### src/rtl/panel_pkg.sv
// Shared panel constants: pixel RAM geometry, SPI loader opcodes and the
// loader's FSM state encoding.
package panel_pkg;

    localparam int PIX_ADDR_WIDTH = 12;
    localparam int PIX_DATA_WIDTH = 16;

    localparam logic [7:0] OP_WRITE = 8'h01;
    localparam logic [7:0] OP_FILL  = 8'h02;

    typedef enum logic [2:0] {
        ST_IDLE,
        ST_CMD,
        ST_ADDR_HI,
        ST_ADDR_LO,
        ST_PIX_HI,
        ST_PIX_LO,
        ST_FILL,
        ST_IGNORE
    } state_t;

endpackage

### src/rtl/spi_pixel_writer_if.sv
// SPI pins in, pixel RAM write port and status out, plus the loader FSM state
// for observation.
interface spi_pixel_writer_if
    import panel_pkg::*;
#(
    parameter int ADDR_WIDTH = PIX_ADDR_WIDTH,
    parameter int DATA_WIDTH = PIX_DATA_WIDTH
);
    logic                  i_spi_sck;
    logic                  i_spi_mosi;
    logic                  i_spi_cs_n;
    // o_ram_w_enable is a one-cycle strobe with no back-pressure: address and
    // data are valid exactly while it is high, and the RAM must accept it.
    logic [ADDR_WIDTH-1:0] o_ram_w_addr;
    logic [DATA_WIDTH-1:0] o_ram_w_data;
    logic                  o_ram_w_enable;
    logic                  o_busy;
    logic                  o_frame_done;
    state_t                o_dbg_state;

    modport slave (
        input  i_spi_sck, i_spi_mosi, i_spi_cs_n,
        output o_ram_w_addr, o_ram_w_data, o_ram_w_enable,
               o_busy, o_frame_done, o_dbg_state
    );

    modport master (
        output i_spi_sck, i_spi_mosi, i_spi_cs_n,
        input  o_ram_w_addr, o_ram_w_data, o_ram_w_enable,
               o_busy, o_frame_done, o_dbg_state
    );

endinterface

### src/rtl/spi_byte_rx.sv
// SPI mode-0 byte receiver: synchronizes the pins into i_clk, detects SCK
// rising edges and deserializes MSB-first bytes.
module spi_byte_rx (
    input  logic       i_clk,
    input  logic       i_reset,
    input  logic       i_spi_sck,
    input  logic       i_spi_mosi,
    input  logic       i_spi_cs_n,
    output logic [7:0] o_byte,
    output logic       o_byte_valid,
    output logic       o_cs_active
);

    logic       sck_meta_q, sck_sync_q, sck_prev_q;
    logic       mosi_meta_q, mosi_sync_q;
    logic       cs_meta_q, cs_sync_q;
    logic [7:0] shift_q, shift_d;
    logic [2:0] bit_cnt_q, bit_cnt_d;
    logic       sck_rise;
    logic       byte_valid;

    assign sck_rise = sck_sync_q & ~sck_prev_q;

    // A deasserted chip select holds the counter so a partial byte is dropped.
    always_comb begin
        shift_d    = shift_q;
        bit_cnt_d  = bit_cnt_q;
        byte_valid = 1'b0;
        if (cs_sync_q) begin
            bit_cnt_d = 3'd0;
        end else if (sck_rise) begin
            shift_d    = {shift_q[6:0], mosi_sync_q};
            bit_cnt_d  = bit_cnt_q + 3'd1;
            byte_valid = (bit_cnt_q == 3'd7);
        end
    end

    always_ff @(posedge i_clk) begin
        if (i_reset) begin
            sck_meta_q  <= 1'b0;
            sck_sync_q  <= 1'b0;
            sck_prev_q  <= 1'b0;
            mosi_meta_q <= 1'b0;
            mosi_sync_q <= 1'b0;
            cs_meta_q   <= 1'b1;
            cs_sync_q   <= 1'b1;
            shift_q     <= 8'd0;
            bit_cnt_q   <= 3'd0;
        end else begin
            sck_meta_q  <= i_spi_sck;
            sck_sync_q  <= sck_meta_q;
            sck_prev_q  <= sck_sync_q;
            mosi_meta_q <= i_spi_mosi;
            mosi_sync_q <= mosi_meta_q;
            cs_meta_q   <= i_spi_cs_n;
            cs_sync_q   <= cs_meta_q;
            shift_q     <= shift_d;
            bit_cnt_q   <= bit_cnt_d;
        end
    end

    assign o_byte       = {shift_q[6:0], mosi_sync_q};
    assign o_byte_valid = byte_valid;
    assign o_cs_active  = ~cs_sync_q;

endmodule

### src/rtl/spi_pixel_writer.sv
// SPI command decoder driving the pixel RAM write port: streamed pixel writes
// with auto-increment and a whole-RAM fill.
module spi_pixel_writer
    import panel_pkg::*;
#(
    parameter int         ADDR_WIDTH = PIX_ADDR_WIDTH,
    parameter int         DATA_WIDTH = PIX_DATA_WIDTH,
    parameter logic [7:0] CMD_WRITE  = OP_WRITE,
    parameter logic [7:0] CMD_FILL   = OP_FILL
) (
    input  logic              i_clk,
    input  logic              i_reset,
    spi_pixel_writer_if.slave bus
);

    localparam logic [ADDR_WIDTH-1:0] ADDR_ONE = ADDR_WIDTH'(1);
    localparam logic [ADDR_WIDTH-1:0] ADDR_MAX = '1;

    logic [7:0] rx_byte;
    logic       rx_valid;
    logic       cs_active;

    spi_byte_rx u_rx (
        .i_clk        (i_clk),
        .i_reset      (i_reset),
        .i_spi_sck    (bus.i_spi_sck),
        .i_spi_mosi   (bus.i_spi_mosi),
        .i_spi_cs_n   (bus.i_spi_cs_n),
        .o_byte       (rx_byte),
        .o_byte_valid (rx_valid),
        .o_cs_active  (cs_active)
    );

    state_t                state_q, state_d;
    logic                  is_fill_q, is_fill_d;
    logic [ADDR_WIDTH-1:0] addr_q, addr_d;
    logic [7:0]            data_hi_q, data_hi_d;
    logic [ADDR_WIDTH-1:0] w_addr_q, w_addr_d;
    logic [DATA_WIDTH-1:0] w_data_q, w_data_d;
    logic                  w_en_q, w_en_d;
    logic                  busy_q, busy_d;
    logic                  frame_done_q, frame_done_d;
    logic                  wrote_q, wrote_d;
    logic [ADDR_WIDTH-1:0] fill_cnt_q, fill_cnt_d;
    logic                  fill_last_q, fill_last_d;
    logic                  cs_prev_q;
    logic                  cs_rise, cs_fall, bv;

    assign cs_rise = cs_prev_q & ~cs_active;
    assign cs_fall = ~cs_prev_q & cs_active;
    // A chip-select rise beats a byte completing in the same cycle.
    assign bv      = rx_valid & ~cs_rise;

    always_comb begin
        state_d      = state_q;
        is_fill_d    = is_fill_q;
        addr_d       = addr_q;
        data_hi_d    = data_hi_q;
        w_addr_d     = w_addr_q;
        w_data_d     = w_data_q;
        w_en_d       = 1'b0;
        busy_d       = 1'b0;
        frame_done_d = fill_last_q;
        wrote_d      = wrote_q;
        fill_cnt_d   = fill_cnt_q;
        fill_last_d  = 1'b0;

        case (state_q)
            ST_IDLE: begin
                if (cs_fall) begin
                    state_d = ST_CMD;
                    wrote_d = 1'b0;
                end
            end
            ST_CMD: begin
                if (bv) begin
                    if (rx_byte == CMD_WRITE || rx_byte == CMD_FILL) begin
                        is_fill_d = (rx_byte == CMD_FILL);
                        state_d   = ST_ADDR_HI;
                    end else begin
                        state_d = ST_IGNORE;
                    end
                end
            end
            ST_ADDR_HI: begin
                if (bv) begin
                    addr_d  = {rx_byte[ADDR_WIDTH-9:0], addr_q[7:0]};
                    state_d = ST_ADDR_LO;
                end
            end
            ST_ADDR_LO: begin
                if (bv) begin
                    addr_d  = {addr_q[ADDR_WIDTH-1:8], rx_byte};
                    state_d = ST_PIX_HI;
                end
            end
            ST_PIX_HI: begin
                if (bv) begin
                    data_hi_d = rx_byte;
                    state_d   = ST_PIX_LO;
                end
            end
            ST_PIX_LO: begin
                if (bv) begin
                    w_data_d = {data_hi_q, rx_byte};
                    if (is_fill_q) begin
                        fill_cnt_d = '0;
                        state_d    = ST_FILL;
                    end else begin
                        w_en_d   = 1'b1;
                        w_addr_d = addr_q;
                        addr_d   = addr_q + ADDR_ONE;
                        wrote_d  = 1'b1;
                        state_d  = ST_PIX_HI;
                    end
                end
            end
            ST_FILL: begin
                w_en_d     = 1'b1;
                busy_d     = 1'b1;
                w_addr_d   = fill_cnt_q;
                fill_cnt_d = fill_cnt_q + ADDR_ONE;
                if (fill_cnt_q == ADDR_MAX) begin
                    fill_last_d = 1'b1;
                    state_d     = cs_active ? ST_IGNORE : ST_IDLE;
                end
            end
            ST_IGNORE: begin
                state_d = ST_IGNORE;
            end
            default: begin
                state_d = ST_IDLE;
            end
        endcase

        // A fill runs to completion regardless of chip select.
        if (cs_rise && state_q != ST_FILL && state_q != ST_IDLE) begin
            state_d = ST_IDLE;
            wrote_d = 1'b0;
            if (wrote_q) begin
                frame_done_d = 1'b1;
            end
        end
    end

    always_ff @(posedge i_clk) begin
        if (i_reset) begin
            state_q      <= ST_IDLE;
            is_fill_q    <= 1'b0;
            addr_q       <= '0;
            data_hi_q    <= 8'd0;
            w_addr_q     <= '0;
            w_data_q     <= '0;
            w_en_q       <= 1'b0;
            busy_q       <= 1'b0;
            frame_done_q <= 1'b0;
            wrote_q      <= 1'b0;
            fill_cnt_q   <= '0;
            fill_last_q  <= 1'b0;
            cs_prev_q    <= 1'b0;
        end else begin
            state_q      <= state_d;
            is_fill_q    <= is_fill_d;
            addr_q       <= addr_d;
            data_hi_q    <= data_hi_d;
            w_addr_q     <= w_addr_d;
            w_data_q     <= w_data_d;
            w_en_q       <= w_en_d;
            busy_q       <= busy_d;
            frame_done_q <= frame_done_d;
            wrote_q      <= wrote_d;
            fill_cnt_q   <= fill_cnt_d;
            fill_last_q  <= fill_last_d;
            cs_prev_q    <= cs_active;
        end
    end

    assign bus.o_ram_w_addr   = w_addr_q;
    assign bus.o_ram_w_data   = w_data_q;
    assign bus.o_ram_w_enable = w_en_q;
    assign bus.o_busy         = busy_q;
    assign bus.o_frame_done   = frame_done_q;
    assign bus.o_dbg_state    = state_q;

endmodule

### src/flat_wrapper.sv
// flat-port wrapper written by rule: the top's interface ports become plain ports
module spi_pixel_writer_flat import panel_pkg::*;
#(
    parameter int         ADDR_WIDTH = PIX_ADDR_WIDTH,
    parameter int         DATA_WIDTH = PIX_DATA_WIDTH,
    parameter logic [7:0] CMD_WRITE  = OP_WRITE,
    parameter logic [7:0] CMD_FILL   = OP_FILL
)
  (i_clk, i_reset, bus_i_spi_sck, bus_i_spi_mosi, bus_i_spi_cs_n, bus_o_ram_w_addr, bus_o_ram_w_data, bus_o_ram_w_enable, bus_o_busy, bus_o_frame_done, bus_o_dbg_state);
  spi_pixel_writer_if #(.ADDR_WIDTH(ADDR_WIDTH), .DATA_WIDTH(DATA_WIDTH)) bus_i ();
  input  logic i_clk;
  input  logic i_reset;
  input wire logic [$bits(bus_i.i_spi_sck)-1:0] bus_i_spi_sck;
  input wire logic [$bits(bus_i.i_spi_mosi)-1:0] bus_i_spi_mosi;
  input wire logic [$bits(bus_i.i_spi_cs_n)-1:0] bus_i_spi_cs_n;
  output wire logic [$bits(bus_i.o_ram_w_addr)-1:0] bus_o_ram_w_addr;
  output wire logic [$bits(bus_i.o_ram_w_data)-1:0] bus_o_ram_w_data;
  output wire logic [$bits(bus_i.o_ram_w_enable)-1:0] bus_o_ram_w_enable;
  output wire logic [$bits(bus_i.o_busy)-1:0] bus_o_busy;
  output wire logic [$bits(bus_i.o_frame_done)-1:0] bus_o_frame_done;
  output wire logic [$bits(bus_i.o_dbg_state)-1:0] bus_o_dbg_state;
  assign bus_i.i_spi_sck = bus_i_spi_sck;
  assign bus_i.i_spi_mosi = bus_i_spi_mosi;
  assign bus_i.i_spi_cs_n = bus_i_spi_cs_n;
  assign bus_o_ram_w_addr = bus_i.o_ram_w_addr;
  assign bus_o_ram_w_data = bus_i.o_ram_w_data;
  assign bus_o_ram_w_enable = bus_i.o_ram_w_enable;
  assign bus_o_busy = bus_i.o_busy;
  assign bus_o_frame_done = bus_i.o_frame_done;
  assign bus_o_dbg_state = bus_i.o_dbg_state;
  spi_pixel_writer #(.ADDR_WIDTH(ADDR_WIDTH), .DATA_WIDTH(DATA_WIDTH), .CMD_WRITE(CMD_WRITE), .CMD_FILL(CMD_FILL)) u_core (.i_clk(i_clk), .i_reset(i_reset), .bus(bus_i));
endmodule
### config.mk
export PLATFORM = sky130hd
export DESIGN_NAME = spi_pixel_writer_flat
export DESIGN_NICKNAME = d
export VERILOG_FILES = /design/src/rtl/panel_pkg.sv /design/src/rtl/spi_pixel_writer_if.sv /design/src/rtl/spi_byte_rx.sv /design/src/rtl/spi_pixel_writer.sv /design/src/flat_wrapper.sv
export SDC_FILE = /design/constraint.sdc
export NUM_CORES = 1
export LEC_CHECK = 0
export ABC_AREA = 1
export CORE_MARGIN = 5
export CORE_UTILIZATION = 57
export DETAILED_ROUTE_END_ITERATION = 6
export GPL_TIMING_DRIVEN = 0
export PLACE_DENSITY = 0.78
export SLEW_MARGIN = 20
export SYNTH_ARGS = -nofsm -noshare
export SYNTH_HDL_FRONTEND = slang
export SYNTH_SLANG_ARGS = --single-unit
export TNS_END_PERCENT = 50
### constraint.sdc
create_clock -name i_clk -period 2.1 [get_ports i_clk]
set_clock_uncertainty 0.15 [all_clocks]
set_input_delay 0.315 -clock i_clk [delete_from_list [all_inputs] [get_ports i_clk]]
set_output_delay 0.315 -clock i_clk [all_outputs]
set_load 0.005 [all_outputs]
==> results of run 1 <==
==> metal layers <==
| metal | track usage, % | vias up |
|---|---|---|
| met5 | 0 | - |
| met4 | 13.4 | 0 |
| met3 | 3.21 | 23 |
| met2 | 39.9 | 143 |
| met1 | 30.2 | 1821 |
| li1 | - | 2005 |
==> layout make-up <==
cell class / instances / share of cell area [%]
timing repair buffer: 37 / 7.83
inverter: 55 / 4.37
buffer: 20 / 2.22
clock inverter: 6 / 1.43
tap: 96 / 2.54
multi-input combinational: 417 / 41.9
sequential: 87 / 36.8
clock buffer: 10 / 2.91
==> kinds of logic (layout without fill, tap and decap cells) <==
logic type / after synthesis / count (layout) / share of synthesized area, %
flip-flops: 87 / 87 / 43.4
AND/OR/NAND/NOR: 280 / 280 / 30.3
buffers and inverters: 75 / 128 / 7.74
adder cells (fa/ha/maj): 4 / 4 / 1.25
AO/OA/AOI/OAI: 133 / 133 / 17.3
==> power breakdown <==
group	internal [mW]	total [mW]	switching (mW)
sequential	1.74	1.81	0.0713
clock	0.589	1.22	0.627
combinational	0.291	0.741	0.450
==> flip-flops by register name, indices dropped and copies added, names as in the netlist, 3 cells and up <==
signal / cells
u_core.addr_q: 12
u_core.bus.o_dbg_state: 3
u_core.bus.o_ram_w_addr: 12
u_core.bus.o_ram_w_data: 16
u_core.data_hi_q: 8
u_core.fill_cnt_q: 12
u_core.u_rx.bit_cnt_q: 3
u_core.u_rx.shift_q: 7
==> worst max-delay path: stages (launching register included) <==
cell and delay [ns]:
dfxtp_1 0.47, nand2_1 0.16, nor2_2 0.19, inv_2 0.12, nand2_1 0.13, nand3_2 0.24
nand2_1 0.21, o21ai_0 0.11, o21a_1 0.11
==> path summary, 6_finish.rpt <==
path | from | to | slack (ns) | depth (start not counted)
setup / recovery | u_core.bus.o_dbg_state[1] | u_core.fill_cnt_q[6] | 0.13 | 8
hold / removal | i_reset | u_core.u_rx.cs_sync_q | 0.26 | 2
setup reg to reg | u_core.bus.o_dbg_state[1] | u_core.fill_cnt_q[6] | 0.13 | 8
hold reg to reg | u_core.u_rx.sck_meta_q | u_core.u_rx.sck_sync_q | 0.26 | 2
==> timing repair <==
action | CTS | global route
setup endpoints to repair | 0 | 37
hold endpoints to repair | 0 | 0
gates resized for setup | 0 | 7
==> cells in the final DEF (no fill, tap or decap), drive strengths merged, types with 3 or more instances in the layout <==
cell type | synthesis | final
buf | 10 | 10
or2 | 3 | 3
ha | 4 | 4
clkbuf | 10 | 20
o21bai | 3 | 3
a21oi | 49 | 49
nor2 | 105 | 105
inv | 54 | 56
clkdlybuf4s50 | 0 | 37
nand3 | 42 | 42
nand4 | 11 | 11
nand2 | 109 | 109
o22ai | 3 | 3
o21ai | 76 | 76
dfxtp | 87 | 87
nor3 | 9 | 9
==> flow_summary_export.csv, run 1 <==
group,metric,value,unit
logic_synthesis,yosys_warnings,0,
worst_hold_path,hp-class,"primary input to register",
sta,min_period,1.97,ns
floorplanning,die_w,93.9,um
sta,whs,0.259,ns
drt,drt-met1-wl,4530,um
cells_and_area,fillers,600,
pwr,vdd_drop_max,542,uV
clock_network,cts_root_buf,"clkbuf_8",
logic_synthesis,synthTopCellsByArea,"dfxtp_1, nand2_1, nor2_1",
setup_path,worstSetupStartpointType,"register",
cells_and_area,synthToLayoutAreaGrowth,18.0,%
drt,firstDrtPassIters,4,
pwr,p_per_area,796,nW/um2
floorplanning,initial_core_util,58.7,%
setup_path,required,2.22,ns
clock_network,post-cts-setup-buffers,0,
setup_path,cp_max_fo,10,
drt,dr_wl_met3,587,um
floorplanning,io_pins,39,
floorplanning,rows,30,
run_status,status,"complete, no violations",
cells_and_area,instances_no_fill,728,
drt,wire_per_inst,14.1,um
cells_and_area,ff_latch_area,1740,um2
setup_path,endpoint_kind,"register",
drt,viasPerCell,5.48,
sta,hold_violations,0,
clock_network,clk_latency,0.37,ns
sta,max_slew.worst_pin.slew,0.600,ns
grt,gr-total-overflow,0,
clock_network,cts_tree,"done",
placement,dp_hpwl,7460,um
floorplanning,coreArea,6830,um2
clock_network,htreeDepth,3,
drt,drc,0,
grt,antenna_found_initial,0,
grt,grt_pass1_vias,3615,
sta,setup_ws,0.127,ns
placement,io_buffer_count,37,
logic_synthesis,async_flop_share,0,%
clock_network,clockBufferDepth,2,
cells_and_area,stdcell_area,4730,um2
sta,max_freq,0.507,GHz
grt,grtUsageTotal,24.1,%
sta,fin_crit_sh,93.9,%
logic_synthesis,synth_commonest_cells,"nand2_1, nor2_1, dfxtp_1",
cells_and_area,multi_input_area,1980,um2
placement,place_congestion,0.949,
setup_path,timing_worst_setup_path_type,"register to register",
cells_and_area,final_nets,636,
logic_synthesis,synth_edf_count,0,
grt,grt_max_degree,16,
placement,placed_cells,712,
drt,wl_met2,4800,um
logic_synthesis,netlist_instances,579,
clock_network,numCtsBuffers,9,
clock_network,path_clk_slew,0.10,ns
cells_and_area,drive_above_1_share,8.07,%
drt,drt_iter0_markers,261,
logic_synthesis,synth.largest_area_cell,"dfxtp_1",
floorplanning,die_area,8810,um2
logic_synthesis,syn-cell-area,4010,um2
sta,final_max_slew_viol_count,0,
floorplanning,die_h,93.9,um
drt,vias,3992,
drt,top_layer,"met4",
job,max-cap-violations,0,
sta,rsz0062_at_grt,"no",
cells_and_area,antenna_cells,0,
placement,place_area,4500,um2
sta,setup_tns,0,ns
sta,relSlewSlack,60.0,%
cells_and_area,utilization,69.2,%
drt,wl,10300,um
logic_synthesis,synth_seq_area_share,43.4,%
grt,grt_pass1_wl,16800,um
drt,route.antenna.remaining_nets,0,
logic_synthesis,ys_types,31,
logic_synthesis,yosysMostFrequentCell,"nand2_1",
logic_synthesis,synth_top_flop_cell,"dfxtp_1",
logic_synthesis,syn_nets,588,
setup_path,cp.arrival,2.09,ns
clock_network,hold_buffers,0,
pwr,p_leak,1.91,nW
logic_synthesis,synth_top_area_share,43.4,%
logic_synthesis,postSynthAreaPerCell,6.92,um2
placement,pre_cts_ws,0.0201,ns
pwr,finalPower,3.77,mW
logic_synthesis,synth_seq_cells,87,
sta,setup_viol,0,
clock_network,clkSinkCount,87,
(Power assumes the default switching activity.)
==> run 2: changes to the inputs <==
--- a/config.mk
+++ b/config.mk
@@ -7,10 +7,10 @@
 export LEC_CHECK = 0
 export ABC_AREA = 1
 export CORE_MARGIN = 5
-export CORE_UTILIZATION = 57
+export CORE_UTILIZATION = 45
 export DETAILED_ROUTE_END_ITERATION = 6
 export GPL_TIMING_DRIVEN = 0
-export PLACE_DENSITY = 0.78
+export PLACE_DENSITY = 0.63
 export SLEW_MARGIN = 20
 export SYNTH_ARGS = -nofsm -noshare
 export SYNTH_HDL_FRONTEND = slang
==> flow_summary_export.csv, run 2 (synthesized netlist as in run 1, its figures left out) <==
group,metric,value,unit
run_status,status,"complete, no violations",
drt,viasPerCell,5.31,
sta,min_period,1.94,ns
clock_network,clockBufferDepth,2,
cells_and_area,multi_input_area,1980,um2
drt,drt_iter0_markers,194,
grt,antenna_found_initial,0,
sta,rsz0062_at_grt,"yes",
sta,max_slew.worst_pin.slew,0.673,ns
setup_path,worstSetupStartpointType,"register",
pwr,p_leak,1.92,nW
floorplanning,coreArea,8720,um2
grt,grtUsageTotal,19.4,%
pwr,p_per_area,818,nW/um2
setup_path,timing_worst_setup_path_type,"register to register",
worst_hold_path,whs_path_depth,2,
cells_and_area,largest_register_ffs,16,
setup_path,reg2reg_to,"u_core.fill_cnt_q[6]",
pwr,vdd_drop_max,344,uV
sta,setup_viol,0,
floorplanning,die_area,10900,um2
cells_and_area,final_common_cell,"nand2_1",
cells_and_area,fillers,857,
grt,gr-total-overflow,0,
sta,final_max_slew_viol_count,0,
clock_network,hold_buffers,0,
clock_network,cts_tree,"done",
sta,whs,0.250,ns
clock_network,numCtsBuffers,9,
cells_and_area,synthToLayoutAreaGrowth,18.8,%
cells_and_area,stdcell_area,4760,um2
cells_and_area,antenna_cells,0,
placement,place_area,4510,um2
cells_and_area,ff_latch_area,1740,um2
drt,route.antenna.remaining_nets,0,
setup_path,r2r_slack,0.16,ns
clock_network,clk_latency,0.37,ns
sta,max_freq,0.515,GHz
setup_path,cp.arrival,2.07,ns
floorplanning,die_h,104,um
setup_path,endpoint_kind,"register",
setup_path,reg2reg_from,"u_core.u_rx.bit_cnt_q[0]",
floorplanning,die_w,104,um
worst_hold_path,min_from,"i_reset",
clock_network,cts_root_buf,"clkbuf_8",
sta,relSlewSlack,55.2,%
drt,drc,0,
clock_network,htreeDepth,3,
placement,place_congestion,0.881,
sta,setup_ws,0.160,ns
setup_path,cp_max_fo,10,
drt,wl,10400,um
grt,grt_pass1_wl,17400,um
drt,vias,3926,
grt,grt_max_degree,17,
cells_and_area,drive_above_1_share,7.91,%
floorplanning,rows,34,
placement,placed_cells,724,
worst_hold_path,hp-class,"primary input to register",
grt,grt_pass1_vias,3605,
sta,hold_violations,0,
drt,wire_per_inst,14.1,um
worst_hold_path,holdPathEnd,"u_core.cs_prev_q",
floorplanning,io_pins,39,
clock_network,path_clk_slew,0.09,ns
setup_path,required,2.23,ns
placement,io_buffer_count,37,
job,max-cap-violations,0,
floorplanning,initial_core_util,46.0,%
cells_and_area,instances_no_fill,740,
cells_and_area,final_nets,636,
cells_and_area,layout_common_cells,"nand2_1, nor2_1, dfxtp_1",
drt,firstDrtPassIters,7,
sta,fin_crit_sh,92.4,%
setup_path,reg2reg_depth,8,
placement,dp_hpwl,7580,um
clock_network,clkSinkCount,87,
placement,pre_cts_ws,-0.0296,ns
sta,setup_tns,0,ns
## run 2: how the worst max path moves through the flow
| stage | from | to | slack, ns | cells past startpoint |
|---|---|---|---|---|
| final | u_core.u_rx.bit_cnt_q[0] | u_core.fill_cnt_q[6] | 0.16 | 8 |
| after global routing | u_core.u_rx.bit_cnt_q[0] | u_core.fill_cnt_q[6] | -0.01 | 8 |
| after CTS | u_core.u_rx.bit_cnt_q[0] | u_core.data_hi_q[5] | 0.06 | 7 |
| after detailed placement | u_core.u_rx.bit_cnt_q[0] | u_core.addr_q[3] | -0.03 | 8 |
| after global placement | u_core.u_rx.bit_cnt_q[0] | u_core.addr_q[6] | 0.02 | 8 |
| after floorplan | u_core.u_rx.bit_cnt_q[0] | u_core.addr_q[3] | 0.30 | 8 |
## run 2: timing repair
action	in CTS	in global routing
buffers inserted	0	0
hold endpoints to repair	0	0
setup endpoints to repair	10	6
cloned	0	0
gates resized for setup	3	3
pin swaps	0	1
## run 2: power by group
group	leakage (nW)	internal [mW]	total, mW	switching (mW)
logic	1.11	0.291	0.739	0.449
clock network	0.111	0.684	1.35	0.661
registers	0.703	1.74	1.81	0.0723
total	1.92	2.71	3.89	1.18
## run 2: critical path, cell delays in order, from the launching register on
cell,delay (ns)
dfxtp_1,0.35
ha_1,0.16
ha_1,0.20
nand4_4,0.21
nand2_2,0.15
nand3_2,0.21
nand2_1,0.20
o21ai_0,0.11
o21a_1,0.11
## run 2: per-layer routing
layer  vias to the layer above  part of all wire, %  GRT usage [%]
met2                       117                   47           31.4
met1                      1794                   46           25.1
met3                        20                  4.8           3.29
li1                       1995                    -              -
met4                         0                  2.5           8.79
met5                         -                    0              0
## run 2: through the flow
| stage | power, mW | util [%] |
|---|---|---|
| 5_1_grt | 4.09 | 54.6 |
| 2_1_floorplan | 2.33 | - |
| 3_5_place_dp | 2.57 | 51.8 |
| 3_3_place_gp | 2.57 | 51.8 |
| 4_1_cts | 3.91 | 54.5 |
| 6_report | 3.89 | 54.6 |
## run 2: cell type report
type                            count  area share, %
Inverter                           55           4.33
Timing Repair Buffer               37           7.78
Buffer                             20           2.21
Multi-Input combinational cell    417           41.5
Sequential cell                    87           36.6
Tap cell                          108           2.84
Clock inverter                      7           2.15
Clock buffer                        9           2.60
==> run 3: changes to the inputs <==
--- a/config.mk
+++ b/config.mk
@@ -9,8 +9,9 @@
 export CORE_MARGIN = 5
 export CORE_UTILIZATION = 45
 export DETAILED_ROUTE_END_ITERATION = 6
+export DONT_BUFFER_PORTS = 1
 export GPL_TIMING_DRIVEN = 0
-export PLACE_DENSITY = 0.63
+export PLACE_DENSITY = 0.58
 export SLEW_MARGIN = 20
 export SYNTH_ARGS = -nofsm -noshare
 export SYNTH_HDL_FRONTEND = slang
==> flow_summary_export.csv, run 3 (synthesized netlist as in run 1, its figures left out) <==
group,metric,value,unit
run_status,status,"complete, no violations",
placement,io_buffer_count,0,
clock_network,clockBufferDepth,2,
cells_and_area,drive_above_1_share,9.03,%
clock_network,post-cts-setup-buffers,0,
cells_and_area,final_nets,602,
pwr,finalPower,3.92,mW
sta,min_period,2.00,ns
floorplanning,die_area,10900,um2
setup_path,cp_max_fo,7,
setup_path,cp.arrival,2.11,ns
grt,grt_pass1_vias,3492,
drt,drt_iter0_markers,169,
grt,grtUsageTotal,19.6,%
cells_and_area,largest_register_ffs,16,
drt,firstDrtPassIters,4,
setup_path,r2r_slack,0.1,ns
cells_and_area,synthToLayoutAreaGrowth,11.5,%
drt,wire_per_inst,15.1,um
floorplanning,die_h,104,um
worst_hold_path,hp-class,"primary input to register",
drt,route.antenna.remaining_nets,0,
clock_network,numCtsBuffers,9,
floorplanning,coreArea,8720,um2
sta,setup_ws,0.0969,ns
grt,grt_pass1_wl,17700,um
placement,placed_cells,687,
setup_path,required,2.20,ns
cells_and_area,fillers,879,
placement,dp_hpwl,7750,um
clock_network,path_clk_slew,0.09,ns
floorplanning,rows,34,
drt,viasPerCell,5.34,
placement,place_congestion,0.890,
drt,vias,3769,
job,max-cap-violations,0,
setup_path,worstSetupStartpointType,"register",
drt,drc,0,
clock_network,clkSinkCount,87,
cells_and_area,layout_common_cells,"nand2_1, nor2_1, dfxtp_1",
clock_network,cts_root_buf,"clkbuf_8",
cells_and_area,instances_no_fill,706,
pwr,p_leak,1.82,nW
sta,hold_violations,0,
cells_and_area,final_common_cell,"nand2_1",
grt,gr-total-overflow,0,
setup_path,timing_worst_setup_path_type,"register to register",
cells_and_area,antenna_cells,0,
sta,max_slew.worst_pin.slew,0.599,ns
pwr,p_per_area,877,nW/um2
grt,grt_max_degree,17,
placement,pre_cts_ws,-0.0387,ns
sta,final_max_slew_viol_count,0,
grt,antenna_found_initial,0,
cells_and_area,multi_input_area,2000,um2
floorplanning,io_pins,39,
sta,relSlewSlack,60.1,%
clock_network,clk_latency,0.36,ns
floorplanning,initial_core_util,46.0,%
sta,setup_viol,0,
sta,fin_crit_sh,95.4,%
setup_path,endpoint_kind,"register",
clock_network,htreeDepth,3,
drt,wl,10600,um
pwr,vdd_drop_max,397,uV
cells_and_area,ff_latch_area,1740,um2
sta,max_freq,0.499,GHz
clock_network,cts_tree,"done",
floorplanning,die_w,104,um
## run 3: changes by cell type in the layout (fill, tap and decap cells not counted), sizes merged
cell / before / now
clkdlybuf4s50: 37 / 0
dlygate4sd3: 0 / 3
buf: 11 / 10
bufinv: 2 / 3
clkbuf: 18 / 19
clkinv: 2 / 3
clkinvlp: 1 / 0
inv: 57 / 56
## run 3: worst paths after layout
check | start | to | cells past startpoint
worst max-delay path | u_core.u_rx.bit_cnt_q[0] | u_core.addr_q[8] | 9
worst min-delay path | i_reset | u_core.cs_prev_q | 2
worst max register to register | u_core.u_rx.bit_cnt_q[0] | u_core.addr_q[8] | 9
worst min register to register | u_core.u_rx.mosi_meta_q | u_core.u_rx.mosi_sync_q | 2
## run 3: critical path, stage by stage (launching register included)
cell     delay, ns
dfxtp_1       0.35
ha_1          0.16
ha_1          0.19
nand4_4       0.23
inv_1         0.18
nand2_1       0.25
nand2_1       0.16
o21ai_0       0.09
nor2_1        0.11
nor2_1        0.04
## run 3: routing by layer
| metal | global-route usage [%] | part of all wire (%) | vias to the layer above | wire, um |
|---|---|---|---|---|
| met5 | 0 | 0 | - | 0 |
| met4 | 5.37 | 1.4 | 0 | 151 |
| met3 | 4.35 | 5.7 | 13 | 609 |
| met2 | 31.4 | 46 | 92 | 4940 |
| met1 | 26.5 | 46 | 1735 | 4930 |
| li1 | - | - | 1929 | - |
## run 3: area by class of cell
type                       count  area share (%)
clock buffer                   9            2.77
inverter                      55            4.62
sequential                    87            39.0
buffer                        20            2.41
multi-input combinational    417            44.6
clock inverter                 7            2.85
tap                          108            3.02
timing repair buffer           3           0.672
## run 3: through the flow
step / TNS [ns] / hold WS (ns) / instance area, um2 / utilization [%]
CTS: 0 / 0.246 / 4440 / 50.9
finish: 0 / 0.255 / 4470 / 51.3
floorplan: 0 / 0.238 / 4010 / -
detailed placement: -0.0818 / 0.243 / 4140 / 47.5
global placement: -0.00251 / 0.244 / 4140 / 47.5
global route: -0.00209 / 0.286 / 4470 / 51.3
## run 3: where the power goes
part           internal [mW]  total [mW]  switching, mW
Combinational          0.207       0.648          0.442
Sequential              1.74        1.83         0.0856
Clock                  0.807        1.45          0.641
## run 3: repair_timing
| action | CTS | global route |
|---|---|---|
| endpoints found under the hold margin | 3 | 0 |
| pin swaps | 0 | 0 |
| resized for setup | 2 | 12 |
| endpoints found under the setup margin | 12 | 26 |
| hold buffers | 3 | 0 |
